### config.mk
export PLATFORM = sky130hd
export DESIGN_NAME = fifo_wptr_full
export DESIGN_NICKNAME = d
export VERILOG_FILES = /design/src/rtl/fifo_pkg.sv /design/src/rtl/gray2bin.sv /design/src/rtl/fifo_wptr_full.sv
export SDC_FILE = /design/constraint.sdc
export NUM_CORES = 1
export LEC_CHECK = 0
export CAP_MARGIN = 15
export CORE_AREA = 5 5 100 83
export CTS_CLUSTER_DIAMETER = 40
export DETAILED_ROUTE_END_ITERATION = 6
export DIE_AREA = 0 0 105 88
export GPL_ROUTABILITY_DRIVEN = 0
export SLEW_MARGIN = 20
export SYNTH_ARGS = -nofsm -noshare
export SYNTH_HDL_FRONTEND = slang
export SYNTH_SLANG_ARGS = --single-unit
### constraint.sdc
create_clock -name clk -period 3.1 [get_ports clk]
set_input_delay 0.465 -clock clk [delete_from_list [all_inputs] [get_ports clk]]
set_output_delay 0.465 -clock clk [all_outputs]
set_load 0.05 [all_outputs]
### src/rtl/fifo_pkg.sv
// Shared definitions for the asynchronous FIFO pointer blocks.
// Both the write-side and read-side pointer logic import this package so the
// default geometry and the binary-to-Gray mapping stay identical on both sides.
package fifo_pkg;

  // Default number of FIFO entries (power of two).
  localparam int FIFO_DEFAULT_DEPTH = 1024;

  // Default distance below depth at which almost_full asserts.
  localparam int FIFO_DEFAULT_AF_MARGIN = 4;

  // Reflected binary Gray code: adjacent values differ in exactly one bit, so
  // a pointer crossing clock domains can never be sampled as a wild value.
  // Callers truncate the 32-bit result to their pointer width; the low bits
  // are correct because the mapping only looks at each bit and its upper
  // neighbour.
  function automatic logic [31:0] bin2gray(input logic [31:0] bin);
    return bin ^ (bin >> 1);
  endfunction

endpackage

### src/rtl/gray2bin.sv
// Gray-to-binary converter for FIFO pointers.
// Purely combinational prefix XOR: each binary bit is the XOR of the Gray bit
// at that position and every Gray bit above it. Used for the synchronized
// read pointer here and for the synchronized write pointer on the read side.
module gray2bin #(
  parameter int width = 4
) (
  input  logic [width-1:0] gray,
  output logic [width-1:0] bin
);

  // Walk from the MSB down, carrying the running XOR of all higher Gray bits.
  always_comb begin
    logic acc;
    bin = '0;
    acc = 1'b0;
    for (int i = width - 1; i >= 0; i--) begin
      acc    = acc ^ gray[i];
      bin[i] = acc;
    end
  end

endmodule

### src/rtl/fifo_wptr_full.sv
// Write-domain pointer and full-flag generator for the asynchronous FIFO.
//
// Keeps the binary write pointer, registers the Gray copy that crosses into
// the read domain, drives the memory write address/strobe, and compares
// against the read Gray pointer (already synchronized into clk) to produce
// full, almost_full, a conservative fill level and a sticky overflow flag.
//
// Build option: define FIFO_WPTR_ALMOST_FULL_EN to get a real almost_full
// comparator against af_thresh. Without it, almost_full simply mirrors full
// and af_thresh has no effect. The port list is identical either way.
module fifo_wptr_full
  import fifo_pkg::*;
#(
  parameter  int depth     = FIFO_DEFAULT_DEPTH,
  parameter  int af_thresh = depth - FIFO_DEFAULT_AF_MARGIN,
  localparam int A         = $clog2(depth)
) (
  input  logic         clk,
  input  logic         rst,
  input  logic         wr_en,
  input  logic [A:0]   rptr_gray_sync,
  output logic [A:0]   wptr_gray,
  output logic [A-1:0] waddr,
  output logic         wr_ok,
  output logic         full,
  output logic         almost_full,
  output logic [A:0]   wlevel,
  output logic         overflow
);

  localparam int W = A + 1;

  // Reject geometries the pointer arithmetic cannot handle: the full test
  // needs at least two address bits plus the wrap bit, and both pointers
  // rely on natural power-of-two wrap.
  if (depth < 4 || (depth & (depth - 1)) != 0 ||
      af_thresh < 1 || af_thresh > depth) begin : g_param_error
    $error("fifo_wptr_full: illegal depth/af_thresh combination");
  end

  logic [A:0] wbin;
  logic [A:0] wbin_next;
  logic [A:0] wgray_next;
  logic [A:0] rbin;
  logic [A:0] wlevel_next;
  logic       full_next;

  // Convert the synchronized read Gray pointer back to binary for the level.
  gray2bin #(
    .width(W)
  ) u_rptr_gray2bin (
    .gray(rptr_gray_sync),
    .bin (rbin)
  );

  // The memory may only be written when a slot is free; a full FIFO drops it.
  assign wr_ok = wr_en & ~full;
  assign waddr = wbin[A-1:0];

  // Next-state pointer arithmetic. Full is detected when the next write
  // Gray pointer equals the read pointer with its two MSBs inverted, i.e.
  // the writer is exactly one lap ahead. The level uses the synchronized
  // (therefore stale) read pointer, so it can only over-estimate occupancy.
  always_comb begin
    wbin_next   = wbin + {{A{1'b0}}, wr_ok};
    wgray_next  = W'(bin2gray(32'(wbin_next)));
    full_next   = (wgray_next == {~rptr_gray_sync[A:A-1], rptr_gray_sync[A-2:0]});
    wlevel_next = wbin_next - rbin;
  end

  // Pointer, flags and level registers; all clear immediately on reset.
  always_ff @(posedge clk or posedge rst) begin
    if (rst) begin
      wbin      <= '0;
      wptr_gray <= '0;
      full      <= 1'b0;
      wlevel    <= '0;
      overflow  <= 1'b0;
    end else begin
      wbin      <= wbin_next;
      wptr_gray <= wgray_next;
      full      <= full_next;
      wlevel    <= wlevel_next;
      overflow  <= overflow | (wr_en & full);
    end
  end

`ifdef FIFO_WPTR_ALMOST_FULL_EN
  localparam logic [A:0] AF_LIMIT = W'(af_thresh);

  logic almost_full_next;

  // Threshold compare on the next level so the flag lines up with wlevel.
  always_comb begin
    almost_full_next = (wlevel_next >= AF_LIMIT);
  end

  // Registered almost_full, cleared with the rest of the write-side state.
  always_ff @(posedge clk or posedge rst) begin
    if (rst) begin
      almost_full <= 1'b0;
    end else begin
      almost_full <= almost_full_next;
    end
  end
`else
  assign almost_full = full;
`endif

endmodule

==> run_results.csv <==
group,metric,value,unit
placed_design,dpl-instance-area,3030,um2
final_layout,regArea,851,um2
routing,wire_per_inst,13.4,um
sta,setup_slack,-0.555,ns
global_route,grt_pass1_vias,1807,
clock_network,clockBufferDepth,2,
sta,maxSlewViolCount,0,
clock_network,cts_root_buffer,"clkbuf_8",
final_layout,post-route-cell-area,3270,um2
floorplan,initial_utilization,0.289,
placed_design,post-dp-hpwl,4.03,mm
yosys,synth_area_leaders,"dfrtp_1, xnor2_1, xor2_1",
clock_network,cts.sinks,34,
min_path,hold-path-endpoint,"overflow",
critical_path,cp-end-kind,"flip-flop",
placed_design,place_inst,379,
yosys,ys_warn_count,0,
floorplan,die_y,88,um
min_path,min_from,"overflow",
clock_network,h-tree-depth,2,
floorplan,rows,28,
yosys,ys_ff_latch,34,
global_route,grt_pass1_wl,8.87,mm
critical_path,rr_worst_depth,10,
sta,holdWs,0.457,ns
sta,rsz0062_at_grt,"yes",
final_layout,nets,329,
yosys,yosysTopAreaCell,"dfrtp_1",
placed_design,pre_cts_ws,-1.50,ns
sta,fin_crit,3.65,ns
global_route,antenna_found_initial,0,
yosys,synth.most_common_cell,"dfrtp_1",
sta,post-route-period-util,1.18,
critical_path,rr_endpoint,"wlevel[9]",
power_and_ir_drop,p_per_area,1160,nW/um2
floorplan,core,7220,um2
yosys,yosys_most_used_dff,"dfrtp_1",
min_path,hold_depth,1,
routing,first_pass_iters,4,
sta,hold_viol,0,
routing,antenna_left,0,
routing,viasPerCell,4.44,
routing,drt-total-wl,5.24,mm
critical_path,crit_required,3.26,ns
final_layout,fillers,699,
final_layout,final_util,0.454,
global_route,grt_overflow,0,
yosys,syn_area_per_cell,10.4,um2
yosys,synth_cell_types,40,
yosys,syn_area,2090,um2
floorplan,die_area,9240,um2
final_layout,drive_gt1_frac,0.301,
floorplan,ioPinCount,50,
routing,drt_iter0_drc,58,
critical_path,setup.worst_path.class,"input port to flip-flop",
outcome,violations,"setup timing",
yosys,post-synth-top-area-fraction,0.408,
yosys,syn-num-nets,228,
final_layout,final_cells,392,
routing,vias,1739,
clock_network,ctsHoldBuffers,0,
clock_network,clk-insertion-delay-late,0.28,ns
yosys,postSynthCellCount,201,
floorplan,die_w,105,um
critical_path,start_kind,"input port",
critical_path,path_max_fanout,2,
final_layout,area_delta_synth_final,56.9,%
global_route,grt_max_degree,35,
sta,fin_skew,0.00296,ns
flow_run,cap_viol_max_count,0,
power_and_ir_drop,ir_drop,0.000483,V
yosys,synth_edf_count,0,
critical_path,regToRegStartpoint,"almost_full",
critical_path,reg2reg_slack,0.33,ns
clock_network,numCtsBuffers,5,
clock_network,cts_tree,"yes",
global_route,gr-usage-all-layers,0.119,
critical_path,worstPathArrival,3.82,ns
yosys,synth-async-reset-ratio,1.00,
routing,drc,0,
sta,worst_pin_slew,0.516,ns
final_layout,multi_input_area,1330,um2
sta,slew_headroom,0.655,
final_layout,diodes,0,
sta,max_clock_freq,274,MHz
sta,setup-violations-final,8,
yosys,synthTopCellsByCount,"dfrtp_1, xnor2_1, xor2_1",
placed_design,io_buffers,49,
clock_network,clkSlewWorstSetupHoldPaths,0.07,ns
power_and_ir_drop,leakagePower,0.00148,uW
outcome,outcome,"complete, but fails checks",
min_path,hold_path.class,"flip-flop to flip-flop",
yosys,ys_seq_area_frac,0.408,
[flip-flops by register name (all words and copies together), names as in the netlist]
signal and cells:
wbin 11, wlevel 11, wptr_gray 10, almost_full 1, overflow 1
[metrics by stage]
stage / total power [uW] / TNS (ns)
3_3_place_gp: 3120 / -10.12
3_5_place_dp: 3130 / -10.82
5_1_grt: 4060 / -3.83
6_report: 3780 / -2.47
4_1_cts: 3650 / -4.21
2_1_floorplan: 2210 / -3.67
[power by group]
| part | switching (uW) | leakage (uW) | internal, uW |
|---|---|---|---|
| sequential | 101 | 0.000410 | 624 |
| clock | 155 | 0.0000383 | 155 |
| combinational | 1470 | 0.00104 | 1270 |
[layer usage]
layer  part of all wire  global-route usage
met5                  0                   0
met4              0.014              0.0348
met3              0.042              0.0251
met2               0.47               0.197
met1               0.48               0.159
[cell type report]
type | count | area share
multi-input combinational | 151 | 0.406
timing repair buffer | 100 | 0.265
sequential | 34 | 0.260
tap | 90 | 0.0344
clock buffer | 7 | 0.0233
inverter | 10 | 0.0115
[cell usage in the layout, fill, tap and decap left out, types with 4 or more instances in the layout]
master	n
buf_4	50
clkdlybuf4s50_1	45
dfrtp_1	34
xnor2_1	21
xor2_1	17
nand2_1	15
nor2_1	12
ha_1	10
inv_1	9
a21oi_1	8
nand3_1	6
clkbuf_8	5
xor2_2	4
[timing repair]
| action | in CTS | in global routing |
|---|---|---|
| pin swaps | 21 | 19 |
| endpoints found under the hold margin | 0 | 0 |
| setup buffers | 5 | 2 |
| resized for setup | 25 | 15 |
| setup endpoints to repair | 10 | 10 |
[how the worst max path moves through the flow]
stage                                  start    endpoint  slack [ns]  depth (start not counted)
after floorplan           rptr_gray_sync[10]  wlevel[10]       -0.78                         17
after detailed placement  rptr_gray_sync[10]   wlevel[9]       -1.50                         16
after global routing       rptr_gray_sync[8]  wlevel[10]       -0.75                         18
after global placement    rptr_gray_sync[10]   wlevel[9]       -1.43                         16
after CTS                  rptr_gray_sync[8]   wlevel[8]       -0.84                         18
final                      rptr_gray_sync[8]  wlevel[10]       -0.55                         18
[kinds of logic after synthesis]
family | after synthesis | share of synthesized area
fa+ha+maj | 13 | 0.0816
flops | 34 | 0.408
simple gates | 54 | 0.124
xor+xnor | 49 | 0.241
buf+inv | 16 | 0.0306
compound gates | 32 | 0.100
mux | 3 | 0.0150
[critical path: stages]
cell	delay, ns
buf_6	0.09
xnor3_2	0.44
xor2_4	0.17
xor3_2	0.30
xor2_2	0.20
xor2_2	0.22
xor2_2	0.11
buf_6	0.14
xor2_4	0.18
buf_4	0.14
fa_2	0.36
a21o_1	0.17
a21oi_2	0.15
nand2b_4	0.15
a21boi_4	0.06
nor4_4	0.19
o41ai_2	0.13
xnor2_1	0.13
Note: power is estimated with default switching activity, not from simulation.
